==> src/rtl/cevero_dvfs_actuator.sv <==
// Sequences DVFS operating-point changes: frequency drops before voltage drops, voltage rises before frequency rises.
// Transition latency depends on the step count. Requests arriving while busy are ignored and re-sampled in IDLE.
module cevero_dvfs_actuator #(
    parameter int MinVoltage    = 0,
    parameter int MaxVoltage    = 5,
    parameter int MinFreq       = 1,
    parameter int ResetVoltage  = 5,
    parameter int ResetFreq     = 7,
    parameter int VSettleCycles = 4,
    parameter int FLockCycles   = 2
) (
    input  logic       clk_i,
    input  logic       rst_ni,
    input  logic [2:0] req_voltage_i,
    input  logic [2:0] req_freq_i,
    output logic [2:0] vreg_code_o,
    output logic [2:0] freq_code_o,
    output logic       clk_en_o,
    output logic       busy_o,
    output logic       done_o
);

    typedef enum logic [2:0] {
        IDLE    = 3'd0,
        CHECK   = 3'd1,
        VSTEP   = 3'd2,
        VSETTLE = 3'd3,
        FSET    = 3'd4,
        FLOCK   = 3'd5,
        DONE    = 3'd6
    } state_e;

    localparam int WaitW = 8;

    state_e           state_q;
    logic [2:0]       tv_q;
    logic [2:0]       tf_q;
    logic [WaitW-1:0] wait_q;
    logic [2:0]       div_q;
    logic [2:0]       div_last;
    logic [2:0]       req_v_clamped;
    logic [2:0]       req_f_clamped;
    logic             flock_next;

    function automatic logic [2:0] clamp3(input logic [2:0] val, input int lo, input int hi);
        int v;
        v = int'(val);
        if (v < lo) begin
            v = lo;
        end else if (v > hi) begin
            v = hi;
        end
        return 3'(v);
    endfunction

    always_comb begin
        req_v_clamped = clamp3(req_voltage_i, MinVoltage, MaxVoltage);
        req_f_clamped = clamp3(req_freq_i, MinFreq, 7);
        div_last      = 3'd7 - freq_code_o;
        // The clock enable is registered, so it must look one state ahead to stay low through every FLOCK cycle.
        flock_next    = (state_q == FSET) || ((state_q == FLOCK) && (wait_q != '0));
    end

    always_ff @(posedge clk_i or negedge rst_ni) begin
        if (!rst_ni) begin
            state_q     <= IDLE;
            tv_q        <= 3'(ResetVoltage);
            tf_q        <= 3'(ResetFreq);
            vreg_code_o <= 3'(ResetVoltage);
            freq_code_o <= 3'(ResetFreq);
            wait_q      <= '0;
            busy_o      <= 1'b0;
            done_o      <= 1'b0;
            div_q       <= '0;
            clk_en_o    <= 1'b0;
        end else begin
            done_o <= 1'b0;
            case (state_q)
                IDLE: begin
                    if ((req_v_clamped != vreg_code_o) || (req_f_clamped != freq_code_o)) begin
                        tv_q    <= req_v_clamped;
                        tf_q    <= req_f_clamped;
                        state_q <= CHECK;
                        busy_o  <= 1'b1;
                    end
                end
                CHECK: begin
                    if (tf_q < freq_code_o) begin
                        state_q <= FSET;
                    end else if (vreg_code_o != tv_q) begin
                        state_q <= VSTEP;
                    end else if (tf_q > freq_code_o) begin
                        state_q <= FSET;
                    end else begin
                        state_q <= DONE;
                        done_o  <= 1'b1;
                    end
                end
                VSTEP: begin
                    vreg_code_o <= (tv_q > vreg_code_o) ? vreg_code_o + 3'd1 : vreg_code_o - 3'd1;
                    wait_q      <= WaitW'(VSettleCycles - 1);
                    state_q     <= VSETTLE;
                end
                VSETTLE: begin
                    if (wait_q == '0) begin
                        state_q <= CHECK;
                    end else begin
                        wait_q <= wait_q - WaitW'(1);
                    end
                end
                FSET: begin
                    freq_code_o <= tf_q;
                    wait_q      <= WaitW'(FLockCycles - 1);
                    state_q     <= FLOCK;
                end
                FLOCK: begin
                    if (wait_q == '0) begin
                        state_q <= CHECK;
                    end else begin
                        wait_q <= wait_q - WaitW'(1);
                    end
                end
                DONE: begin
                    state_q <= IDLE;
                    busy_o  <= 1'b0;
                end
                default: begin
                    state_q <= IDLE;
                    busy_o  <= 1'b0;
                end
            endcase

            // Divider restarts on a frequency write so the new period begins cleanly after lock.
            if (state_q == FSET) begin
                div_q <= '0;
            end else if (div_q >= div_last) begin
                div_q <= '0;
            end else begin
                div_q <= div_q + 3'd1;
            end
            clk_en_o <= (div_q == '0) && !flock_next;
        end
    end

endmodule
==> config.mk <==
export PLATFORM = sky130hd
export DESIGN_NAME = cevero_dvfs_actuator
export DESIGN_NICKNAME = d
export VERILOG_FILES = /design/src/rtl/cevero_dvfs_actuator.sv
export SDC_FILE = /design/constraint.sdc
export NUM_CORES = 1
export LEC_CHECK = 0
export ABC_CLOCK_PERIOD_IN_PS = 2970
export BUFFER_PORTS_ARGS = -buffer_cell sky130_fd_sc_hd__buf_2
export CELL_PAD_IN_SITES_DETAIL_PLACEMENT = 0
export CELL_PAD_IN_SITES_GLOBAL_PLACEMENT = 1
export CORE_MARGIN = 2
export CORE_UTILIZATION = 45
export CTS_CLUSTER_DIAMETER = 120
export DETAILED_ROUTE_END_ITERATION = 6
export PLACE_DENSITY = 0.78
export SLEW_MARGIN = 20
export SYNTH_ARGS = -nofsm -noshare
export SYNTH_HDL_FRONTEND = slang
export SYNTH_SLANG_ARGS = --single-unit
export TNS_END_PERCENT = 20
==> constraint.sdc <==
create_clock -name clk_i -period 2.97 [get_ports clk_i]
set_clock_uncertainty 0.05 [all_clocks]
set_input_delay 0.594 -clock clk_i [delete_from_list [all_inputs] [get_ports clk_i]]
set_output_delay 0.594 -clock clk_i [all_outputs]
set_load 0.01 [all_outputs]
==> out/qor.yml <==
hold_violations: 0
drc_errors: 0
cts.sinks: 29
crit_path_start_kind: "flop"
drt_iter0_markers: 61
antenna_left: 0
clock_latency_ns: 0.28
synth_top_cell_area_share: 0.270
setup_total_negative_slack_ns: 0
antenna_found_initial: 0
rows: 22
synth_top_cells_by_count: "20 x nand2_1, 19 x dfrtp_1, 16 x inv_1"
p_int_w: 0.00142
synthAdderAreaFrac: 0.0965
tightestPinTransition_ns: 0.670
setup_viol: 0
synth.distinct_cells: 46
finalCoreUtilization: 0.537
fin_area_um2: 2000
power_frac_seq: 0.351
max_freq_mhz: 365
fin_crit_sh: 0.922
wl_per_cell_um: 13.8
synthesis.area_um2: 1760
path_clk_slew_ns: 0.07
gr-total-overflow: 0
rsz0062_at_grt: "false"
place_congestion: 0.852
vias: 1314
critPathKind: "reg -> reg"
pwr_density_cell_nw_per_um2: 1210
initial_core_util: 0.474
path_common_cell: "nand2_1"
fill_cells: 352
synth_top_family_by_area: "simple AND/OR/NAND/NOR gates"
core_um2: 3720
swShare: 0.413
clk_path_buf_depth: 2
drive_gt1_frac: 0.194
nets: 221
crit_chain: "inv_1, ha_1, o21ai_0, nand2_1, nand2_1, fa_1, nand2_1, nor2_1, a211o_1, a2111oi_2, o21ai_1"
grtUsageTotal: 0.182
clkPwrFrac: 0.175
yosys.area_share.simple: 0.191
cts-buffers-inserted: 5
cts_hold_buf: 0
slowest_stage: "dfstp_2"
relSlewSlack: 0.553
worstRegToRegCells: 11
min_path_type: "in -> async"
r2r_start: "vreg_code_o[2]$_DFFE_PN1P_"
area_growth_pct: 13.2
htree_levels: 2
syn-num-nets: 203
dieArea_um2: 4430
hpwl_um: 2530
synth_edf_count: 0
grt_max_degree: 30
antennaDiodeCount: 0
io_buffers: 16
regToRegSetupSlack_ns: 0.23
arrival_ns: 2.89
critPathTopFamily: "compound AO/OA/AOI/OAI gates"
pin_count: 17
die-height_um: 66.6
first_global_vias: 1291
syn_area_per_cell_um2: 9.69
required_ns: 3.12
async_flop_share: 1.00
yosysSeqAreaShare: 0.419
place_ws_ns: 0.287
wirelength_um: 3440
worst_slack_ns: 0.232
reg2reg_to: "vreg_code_o[2]$_DFFE_PN1P_"
synth_most_common_cell: "nand2_1"
synth-seq-cells: 29
firstDrtPassIters: 4
synth_xor_area_frac: 0.0646
comb_power_share: 0.474
cts_setup_buffers: 0
outcome: "finished clean"
muxShareOfSynthArea: 0.0433
p_sw_w: 0.000998
synth_cells: 182
synth_ff_type: "dfrtp_1"
synth_area_leaders: "dfrtp_1 27%, dfstp_2 15%, ha_1 8.5%, nand2_1 4.3%, xnor2_1 4.0%"
yosys_warnings: 0
path_max_fanout: 7
cts_tree: "built"
viasPerCell: 5.28
p_leak_nw: 0.916
synth-compound-area-share: 0.138
multi_input_comb_area_um2: 941
critPathMaxStageDelay_ns: 0.59
peakVddDrop_v: 0.000588
cts_resized: 0
worstSetupEndpointType: "flop"
yosys.area.top_type: "dfrtp_1"
drv_slew: 0
die_w_um: 66.6
placed_cell_area_um2: 1880
max_cap_violations: 0
seq_area_um2: 738
layout_min_cycle_time_ns: 2.74
cts_root_buffer: "clkbuf_8"
grt_pass1_wl_um: 5960
cp_num_buf_inv: 1
holdWs_ns: 0.292
## kinds of logic (layout without fill, tap and decap cells)
logic type | Yosys count | count (layout)
AO/OA/AOI/OAI | 35 | 35
XOR/XNOR | 13 | 13
adder cells (fa/ha/maj) | 13 | 13
buffers and inverters | 21 | 40
flip-flops | 29 | 29
multiplexers | 7 | 7
AND/OR/NAND/NOR | 64 | 64
## layout by cell type (no fill, tap or decap), drive strengths merged, types with 2 or more instances in the layout
master,instances
ha,12
nand2,20
nand3,4
xor2,5
nand4,2
xnor2,8
nor4,2
or3b,2
dfstp,10
buf,16
clkbuf,7
a211o,2
a2111oi,3
inv,16
dfrtp,19
or4b,2
nor3,4
nor2,15
and3,2
mux2i,2
nor2b,4
o21ai,10
nand2b,3
a21o,3
mux2,5
a21oi,7
## how the worst max path moves through the flow
| stage | start | end | slack (ns) | cells past startpoint |
|---|---|---|---|---|
| 2_1_floorplan | vreg_code_o[2]$_DFFE_PN1P_ | vreg_code_o[2]$_DFFE_PN1P_ | 0.45 | 11 |
| 3_3_place_gp | vreg_code_o[2]$_DFFE_PN1P_ | vreg_code_o[2]$_DFFE_PN1P_ | 0.41 | 11 |
| 3_5_place_dp | vreg_code_o[2]$_DFFE_PN1P_ | vreg_code_o[2]$_DFFE_PN1P_ | 0.29 | 11 |
| 4_1_cts | vreg_code_o[2]$_DFFE_PN1P_ | vreg_code_o[2]$_DFFE_PN1P_ | 0.26 | 11 |
| 5_1_grt | vreg_code_o[2]$_DFFE_PN1P_ | vreg_code_o[2]$_DFFE_PN1P_ | 0.03 | 11 |
| 6_report | vreg_code_o[2]$_DFFE_PN1P_ | vreg_code_o[2]$_DFFE_PN1P_ | 0.23 | 11 |
## flip-flops by register name (all words and copies together) (netlist names)
register and flops:
tf_q 3, tv_q 3, done_o 1, busy_o 1, wait_q 8, vreg_code_o 3
freq_code_o 3, state_q 3, clk_en_o 1, div_q 3
## metrics by stage
step / instances / power [W]
detailed placement: 241 / 0.00199
floorplan: 182 / 0.00171
finish: 249 / 0.00241
global route: 249 / 0.00266
global placement: 241 / 0.00194
CTS: 249 / 0.00243
## power groups by stage
| stage | Sequential (W) | Clock (W) | Combinational [W] |
|---|---|---|---|
| after floorplan | 0.000793 | 0 | 0.000920 |
| after global placement | 0.000840 | 0 | 0.00110 |
| after detailed placement | 0.000853 | 0 | 0.00114 |
| after CTS | 0.000847 | 0.000430 | 0.00115 |
| after global routing | 0.000879 | 0.000455 | 0.00133 |
| final | 0.000846 | 0.000423 | 0.00115 |
## final cells by class
class                      count  share of cell area
multi-input combinational    132               0.471
sequential                    29               0.370
clock buffer                   7              0.0433
timing repair buffer          16              0.0401
inverter                      16              0.0301
tap                           48              0.0301
clock inverter                 1              0.0150
## per-layer routing
| metal | wire length (µm) | up-vias | GRT usage |
|---|---|---|---|
| met1 | 1640 | 618 | 0.230 |
| met5 | 0 | - | 0 |
| li1 | - | 668 | - |
| met4 | 47 | 0 | 0.0612 |
| met3 | 122 | 5 | 0.0557 |
| met2 | 1630 | 23 | 0.296 |
No activity file was read; power rests on OpenSTA's default activity.
